$ cat config.mk
export PLATFORM = sky130hd
export DESIGN_NAME = ram_seq_ctrl
export DESIGN_NICKNAME = d
export VERILOG_FILES = /design/src/rtl/ram_fsm_pkg.sv /design/src/rtl/tick_gen.sv /design/src/rtl/ram_seq_ctrl.sv
export SDC_FILE = /design/constraint.sdc
export NUM_CORES = 1
export LEC_CHECK = 0
export CELL_PAD_IN_SITES_DETAIL_PLACEMENT = 1
export CELL_PAD_IN_SITES_GLOBAL_PLACEMENT = 1
export CORE_MARGIN = 2
export CORE_UTILIZATION = 40
export DETAILED_ROUTE_END_ITERATION = 12
export PLACE_DENSITY_LB_ADDON = 0.1
export SYNTH_ARGS = -nofsm -noshare
export SYNTH_HDL_FRONTEND = slang
export SYNTH_SLANG_ARGS = --single-unit
$ cat constraint.sdc
create_clock -name clock -period 2.5 [get_ports clock]
set_clock_uncertainty 0.05 [all_clocks]
set_input_delay 0.375 -clock clock [delete_from_list [all_inputs] [get_ports clock]]
set_output_delay 0.375 -clock clock [all_outputs]
set_load 0.01 [all_outputs]
$ cat src/rtl/ram_fsm_pkg.sv
// Shared state encoding, status LED bit positions and the fill pattern for the RAM sequencer.
package ram_fsm_pkg;

   typedef logic [2:0] state_t;

   localparam state_t StIdle  = 3'd0;
   localparam state_t StWrite = 3'd1;
   localparam state_t StRead  = 3'd2;
   localparam state_t StCheck = 3'd3;
   localparam state_t StHold  = 3'd4;
   localparam state_t StDone  = 3'd5;

   localparam int LedWrite = 0;
   localparam int LedRead  = 1;
   localparam int LedDone  = 2;
   localparam int LedErr   = 3;

   // Callers truncate the result to their data width.
   function automatic logic [31:0] pattern(input logic [31:0] addr, input logic [31:0] seed);
      return addr ^ seed;
   endfunction

endpackage

$ cat src/rtl/tick_gen.sv
// Hold-time prescaler: counts enabled cycles and pulses tick on the last one of each period.
module tick_gen #(
   parameter int unsigned TICK_DIV = 50_000_000
) (
   input  logic clock,
   input  logic i_reset,
   input  logic clear,
   input  logic enable,
   output logic tick
);

   localparam int unsigned CntW = (TICK_DIV > 1) ? $clog2(TICK_DIV) : 1;
   localparam logic [CntW-1:0] CntMax = CntW'(TICK_DIV - 1);

   logic [CntW-1:0] cnt_q, cnt_d;

   assign tick = enable && (cnt_q == CntMax);

   always_comb begin
      cnt_d = cnt_q;
      if (clear || tick) begin
         cnt_d = '0;
      end else if (enable) begin
         cnt_d = cnt_q + CntW'(1);
      end
   end

   always_ff @(posedge clock) begin
      if (i_reset) begin
         cnt_q <= '0;
      end else begin
         cnt_q <= cnt_d;
      end
   end

endmodule

$ cat src/rtl/ram_seq_ctrl.sv
// RAM fill/verify sequencer: writes a seeded pattern to every word, then reads each word back,
// shows its low nibble on the LEDs for a hold period and counts mismatches.
module ram_seq_ctrl
   import ram_fsm_pkg::*;
#(
   parameter int unsigned ADDR_W   = 4,
   parameter int unsigned DATA_W   = 8,
   parameter logic [31:0] SEED     = 32'h0000_00A5,
   parameter int unsigned TICK_DIV = 50_000_000
) (
   input  logic              clock,
   input  logic              i_reset,
   input  logic              i_enable,
   output logic              o_ram_we,
   output logic [ADDR_W-1:0] o_ram_addr,
   output logic [DATA_W-1:0] o_ram_wdata,
   input  logic [DATA_W-1:0] i_ram_rdata,
   output logic [3:0]        o_leds,
   output logic [3:0]        o_led_r,
   output logic              o_done,
   output logic [ADDR_W:0]   o_err_cnt
);

   localparam int unsigned ErrW = ADDR_W + 1;
   localparam logic [ADDR_W-1:0] LastAddr = '1;

   state_t            state_q, state_d;
   logic [ADDR_W-1:0] cnt_q, cnt_d;
   logic [3:0]        leds_q, leds_d;
   logic              err_q, err_d;
   logic [ADDR_W:0]   err_cnt_q, err_cnt_d;
   logic [DATA_W-1:0] pat;
   logic              tick;

   assign pat = DATA_W'(pattern(32'(cnt_q), SEED));

   tick_gen #(
      .TICK_DIV (TICK_DIV)
   ) u_tick_gen (
      .clock   (clock),
      .i_reset (i_reset),
      .clear   (state_q == StCheck),
      .enable  ((state_q == StHold) && i_enable),
      .tick    (tick)
   );

   always_comb begin
      state_d   = state_q;
      cnt_d     = cnt_q;
      leds_d    = leds_q;
      err_d     = err_q;
      err_cnt_d = err_cnt_q;
      case (state_q)
         StIdle: begin
            if (i_enable) begin
               state_d   = StWrite;
               cnt_d     = '0;
               err_d     = 1'b0;
               err_cnt_d = '0;
            end
         end
         StWrite: begin
            if (i_enable) begin
               if (cnt_q == LastAddr) begin
                  state_d = StRead;
                  cnt_d   = '0;
               end else begin
                  cnt_d = cnt_q + ADDR_W'(1);
               end
            end
         end
         StRead:  state_d = StCheck;
         StCheck: begin
            // Read data for cnt_q arrives this cycle; i_enable is deliberately ignored.
            leds_d  = i_ram_rdata[3:0];
            state_d = StHold;
            if (i_ram_rdata != pat) begin
               err_d     = 1'b1;
               err_cnt_d = err_cnt_q + ErrW'(1);
            end
         end
         StHold: begin
            if (tick) begin
               if (cnt_q == LastAddr) begin
                  state_d = StDone;
               end else begin
                  cnt_d   = cnt_q + ADDR_W'(1);
                  state_d = StRead;
               end
            end
         end
         StDone: begin
            if (!i_enable) begin
               state_d = StIdle;
            end
         end
         default: state_d = StIdle;
      endcase
   end

   always_ff @(posedge clock) begin
      if (i_reset) begin
         state_q   <= StIdle;
         cnt_q     <= '0;
         leds_q    <= '0;
         err_q     <= 1'b0;
         err_cnt_q <= '0;
      end else begin
         state_q   <= state_d;
         cnt_q     <= cnt_d;
         leds_q    <= leds_d;
         err_q     <= err_d;
         err_cnt_q <= err_cnt_d;
      end
   end

   // A paused write must not reach the RAM, so we follows the switch within WRITE.
   assign o_ram_we    = (state_q == StWrite) && i_enable;
   assign o_ram_addr  = (state_q == StIdle) ? '0 : cnt_q;
   assign o_ram_wdata = (state_q == StWrite) ? pat : '0;
   assign o_leds      = leds_q;
   assign o_done      = (state_q == StDone);
   assign o_err_cnt   = err_cnt_q;

   always_comb begin
      o_led_r           = '0;
      o_led_r[LedWrite] = (state_q == StWrite);
      o_led_r[LedRead]  = (state_q == StRead) || (state_q == StCheck) || (state_q == StHold);
      o_led_r[LedDone]  = o_done;
      o_led_r[LedErr]   = err_q;
   end

endmodule

* Yosys cells after proc, flatten, opt, wreduce, memory -nomap -nowiden
Index checks and enable logic that the tools add are counted.
** Cells by class
- Equality and inequality tests :: 15
- Bitwise gates (word level) :: 1
- Add/sub/neg operators :: 3
- Mux-type cells :: 21
- Reductions and logical operators :: 13
** Operators by type and width (number)
- $add 26x1->26 const B :: 1
- $eq 26x26->1 const B :: 1
- $mux 4 :: 6
- $mux 3 :: 6
- $pmux 3 s6 :: 1
- $pmux 4 s3 :: 1
- $mux 5 :: 2
- $ne 2x2->1 const B :: 5
- $pmux 5 s2 :: 1
- $reduce_and 5->1 :: 2
- $mux 8 :: 1
- $ne 8x8->1 :: 1
- $eq 3x2->1 const B :: 2
- $eq 3x3->1 const B :: 2
- $add 5x1->5 const B :: 1
- $add 4x1->4 const B :: 1
- $eq 4x4->1 const B :: 1
- $ne 2x1->1 const B :: 2
- $not 2->4 :: 1
- $eq 3x1->1 const B :: 1
- $logic_and 1x1->1 :: 3
- $logic_not 3->1 :: 1
- $logic_or 1x1->1 :: 3
- $reduce_and 3->1 :: 1
- other kinds (5) :: 6
** Word-level totals
- Word-level logic and storage cells :: 59
- Register bits :: 43

* Depth between registers and ports, before layout
- Word-level depth :: 5
- Mapped depth :: 8
- Mapped depth without buffers :: 7

* Cells and area by module
From an unflattened synthesis, not the netlist that was laid out.
** Unflattened totals
- Cell total of the unflattened synthesis :: 289
- Area total of the unflattened synthesis :: 2436.1 sq um
** By module, submodules not included
- tick_gen :: cells an instance 145, area an instance 1267.5 sq um, times used 1
- ram_seq_ctrl :: cells an instance 144, area an instance 1168.6 sq um, times used 1

* Least setup slack after synthesis
OpenSTA, ideal clock, no wires.
- Kind :: register to register
- Start point :: register state_q[1]
- End point :: register cnt_q[3]
- Required time :: 2.380 ns
- Cell stages (with the launch flop) :: 8
- Setup time :: 0.070 ns
- Buffers on the path :: 2
- Slack :: 0.416 ns
- Arrival :: 1.964 ns
- Cells stage by stage :: dfxtp_1 -> buf_6 -> or3b_4 -> buf_6 -> nor4_4 -> a21oi_2 -> or4_1 -> a21oi_1
** On the way
- Longest elaborated chain between the ends :: 5
** RTL lines
- from (decl) :: RTL line ram_seq_ctrl.sv:27 : state_t state_q, state_d;
- from (signal assigned) :: RTL line ram_seq_ctrl.sv:103 : state_q <= StIdle;
- from (signal assigned) :: RTL line ram_seq_ctrl.sv:109 : state_q <= state_d;
- $eq 3x3->1 :: RTL line ram_seq_ctrl.sv:43, ram_seq_ctrl.sv:53
- $logic_and 1x1->1 :: RTL line ram_seq_ctrl.sv:43 : .enable ((state_q == StHold) && i_enable),
- $logic_and 1x1->1 :: RTL line tick_gen.sv:17 : assign tick = enable && (cnt_q == CntMax);
- $ne 2x1->1 (no source line)
- $reduce_and 5->1 (no source line)
- to (signal assigned) :: RTL line ram_seq_ctrl.sv:110 : cnt_q <= cnt_d;
- to (decl) :: RTL line ram_seq_ctrl.sv:28 : logic [ADDR_W-1:0] cnt_q, cnt_d;
Several ways; a longest one is shown, not always the timed one.
A chain may end at the register's enable or synchronous reset.

* Worst setup path in the final report
- Start point :: register state_q[2]
- End point :: output port o_ram_we
** On the way
- Longest elaborated chain between the ends :: 2
** RTL lines
- $eq 3x1->1 :: RTL line ram_seq_ctrl.sv:118 : assign o_ram_we = (state_q == StWrite) && i_enable;
- $logic_and 1x1->1 :: RTL line ram_seq_ctrl.sv:118
- to (decl) :: RTL line ram_seq_ctrl.sv:14 : output logic o_ram_we,
No other way between the ends.

==> results.yml <==
clocking:
  ctsHoldBuffers: 0
  cts_tree: "done"
  clock-sinks: 43
  clkTransAtPathRegs_ns: 0.08
  cts-buffers-inserted: 5
  post-cts-setup-buffers: 0
  cts_max_path_buffers: 2
  clock_tree.root_cell: "clkbuf_8"
  insertion_delay_ns: 0.29
  h-tree-depth: 2
floorplanning:
  die_h_um: 80.30
  dieArea_um2: 6447
  num_rows: 27
  initial_core_util: 0.4177
  fp.dieW_um: 80.30
  io_pins: 38
  core_region_area_um2: 5574
logic_synthesis:
  seq_area_frac_synth: 0.3697
  synth_seq_cells: 43
  yosysUniqueCellTypes: 51
  netlist_area_um2: 2328
  ys.flop_type: "dfxtp_1"
  synth_edf_count: 0
  synth_area_per_cell_um2: 8.561
  ys_warn_count: 0
  synth_cells: 272
  async_reset_ff_frac: 0
worst_setup_path:
  cp-start-kind: "register"
  crit_family: "buffers and inverters"
  end_kind: "primary output"
  critPathSlowestCell: "clkdlybuf4s50_1"
  cp.required_ns: 2.08
  cp_max_fo: 10
  worstPathCellList: "buf_4, nor2_1, nand2_1, inv_2, and2_1, clkdlybuf4s50_1"
  path_buf_inv: 3
  slowest_delay_ns: 0.53
  critPathKind: "reg -> out"
  crit_arrival_ns: 1.94
routing:
  drc_errors: 0
  avgRoutedWirePerCell_um: 14.51
  first_pass_iters: 4
  via_per_inst: 5.316
  drt-initial-drc-count: 71
  drtAntennaViolNets: 0
  drt-total-wl_um: 5512
  vias: 2020
power_and_ir_drop:
  power_density_nw_per_um2: 446.1
  leakage_nw: 1.036
  ir_drop_mv: 0.3963
placement:
  io_buffers: 35
  dp.cells: 372
  place_area_um2: 2719
  globalplace.congestion: 0.7767
  dpl.hpwl_um: 4079
  place_ws_ns: 0.1018
global_routing:
  grt_overflow_total: 0
  grt_max_degree: 27
  antenna_found_initial: 0
  grt_util_all_layers: 0.1825
  grt_pass1_wl_um: 9328
  grt_pass1_vias: 1915
final_layout:
  layout_commonest_cell: "dfxtp_1"
  fin_cells: 380
  drive_gt1_frac: 0.08766
  postLayoutCoreUtil: 0.5059
  num_antenna_cells: 0
  syn_to_final_growth_pct: 21.12
  final_cell_mix: "dfxtp_1, nor2_1, clkdlybuf4s50_1"
  fin_area_um2: 2820
  finalNetCount: 321
timing:
  hold_viol_final: 0
  finalMaxSlewViolations: 0
  period_share: 0.9475
  slew_headroom: 0.6171
  fin_ws_ns: 0.1313
  worst_slew_pin_slew_ns: 0.5744
  tns_ns: 0
  fin_crit_ns: 2.369
  max_freq_mhz: 422.2
  setup_violations: 0
  rsz0062_at_grt: "false"
job:
  cap_violations: 0
min_path:
  hold_class: "reg -> reg"
outcome:
  run_status: "complete, no violations"
-- path summary, 6_finish.rpt --
check / startpoint / endpoint / slack (ns) / depth (start not counted)
max: state_q[2] / o_ram_we / 0.13 / 6
max reg2reg: state_q[0] / cnt_q[1] / 0.29 / 5
min: err_q / err_q / 0.41 / 2
min reg2reg: err_q / err_q / 0.41 / 2
-- repair_timing --
action	in CTS	in global routing
pin swaps	0	0
setup endpoints to repair	1	3
gates resized for setup	1	1
-- worst reg2reg max path, stage by stage (launching register included) --
cell,delay (ns)
dfxtp_1,0.44
or3b_4,0.49
nor4_4,0.30
a21oi_2,0.15
or4b_1,0.55
a21oi_1,0.15
-- metal layers --
layer	routed length, um	global-route usage	vias up
met5	0	0	-
met3	168	0.03371	4
li1	-	-	1030
met1	2934	0.2800	961
met2	2371	0.2617	25
met4	38	0.04068	0
-- state kept, by name (all words and copies together) (netlist names) --
name and flops:
cnt_q 4, o_err_cnt 5, u_tick_gen.cnt_q 26, err_q 1, o_leds 4, state_q 3
-- power by group --
group          internal [mW]  leakage (nW)  switching (mW)
combinational         0.0428         0.637          0.0442
sequential             0.686         0.347         0.00636
clock                  0.252        0.0515           0.226
total                  0.981          1.04           0.277
-- synthesized netlist by cell type, drive strengths merged, types with 7 or more instances --
| cell type | count | share of area |
|---|---|---|
| nand3 | 16 | 0.034 |
| nor3 | 8 | 0.017 |
| nand4 | 12 | 0.032 |
| nand2 | 14 | 0.023 |
| nor2 | 38 | 0.061 |
| inv | 8 | 0.013 |
| and3 | 7 | 0.019 |
| buf | 12 | 0.040 |
| xor2 | 17 | 0.064 |
| o21ai | 7 | 0.015 |
| xnor2 | 11 | 0.041 |
| dfxtp | 43 | 0.37 |
| a21oi | 10 | 0.023 |
-- final cells by class --
class / count / area (um^2)
fill: 678 / 2754
multi-input combinational: 204 / 1300
sequential: 43 / 862.1
timing repair buffer: 45 / 437.9
clock buffer: 8 / 100.1
tap: 72 / 90.09
inverter: 8 / 30.03
-- through the flow --
stage | power (mW) | hold WS, ns
after global routing | 1.319 | 0.4749
after CTS | 1.281 | 0.4149
after global placement | 0.7957 | 0.3956
after detailed placement | 0.7962 | 0.3994
after floorplan | 0.7569 | 0.3867
final | 1.258 | 0.4089
-- cells by family (layout without fill, tap and decap cells) --
| family | Yosys count | count (layout) | synth area share |
|---|---|---|---|
| compound gates | 33 | 33 | 0.09081 |
| xor+xnor | 28 | 28 | 0.1053 |
| fa+ha+maj | 3 | 3 | 0.01612 |
| buf+inv | 26 | 61 | 0.07361 |
| flops | 43 | 43 | 0.3697 |
| mux | 5 | 5 | 0.02149 |
| other cells | 1 | 2 | 0.001610 |
| simple gates | 133 | 133 | 0.3213 |
Note: power is estimated with default switching activity, not from simulation.
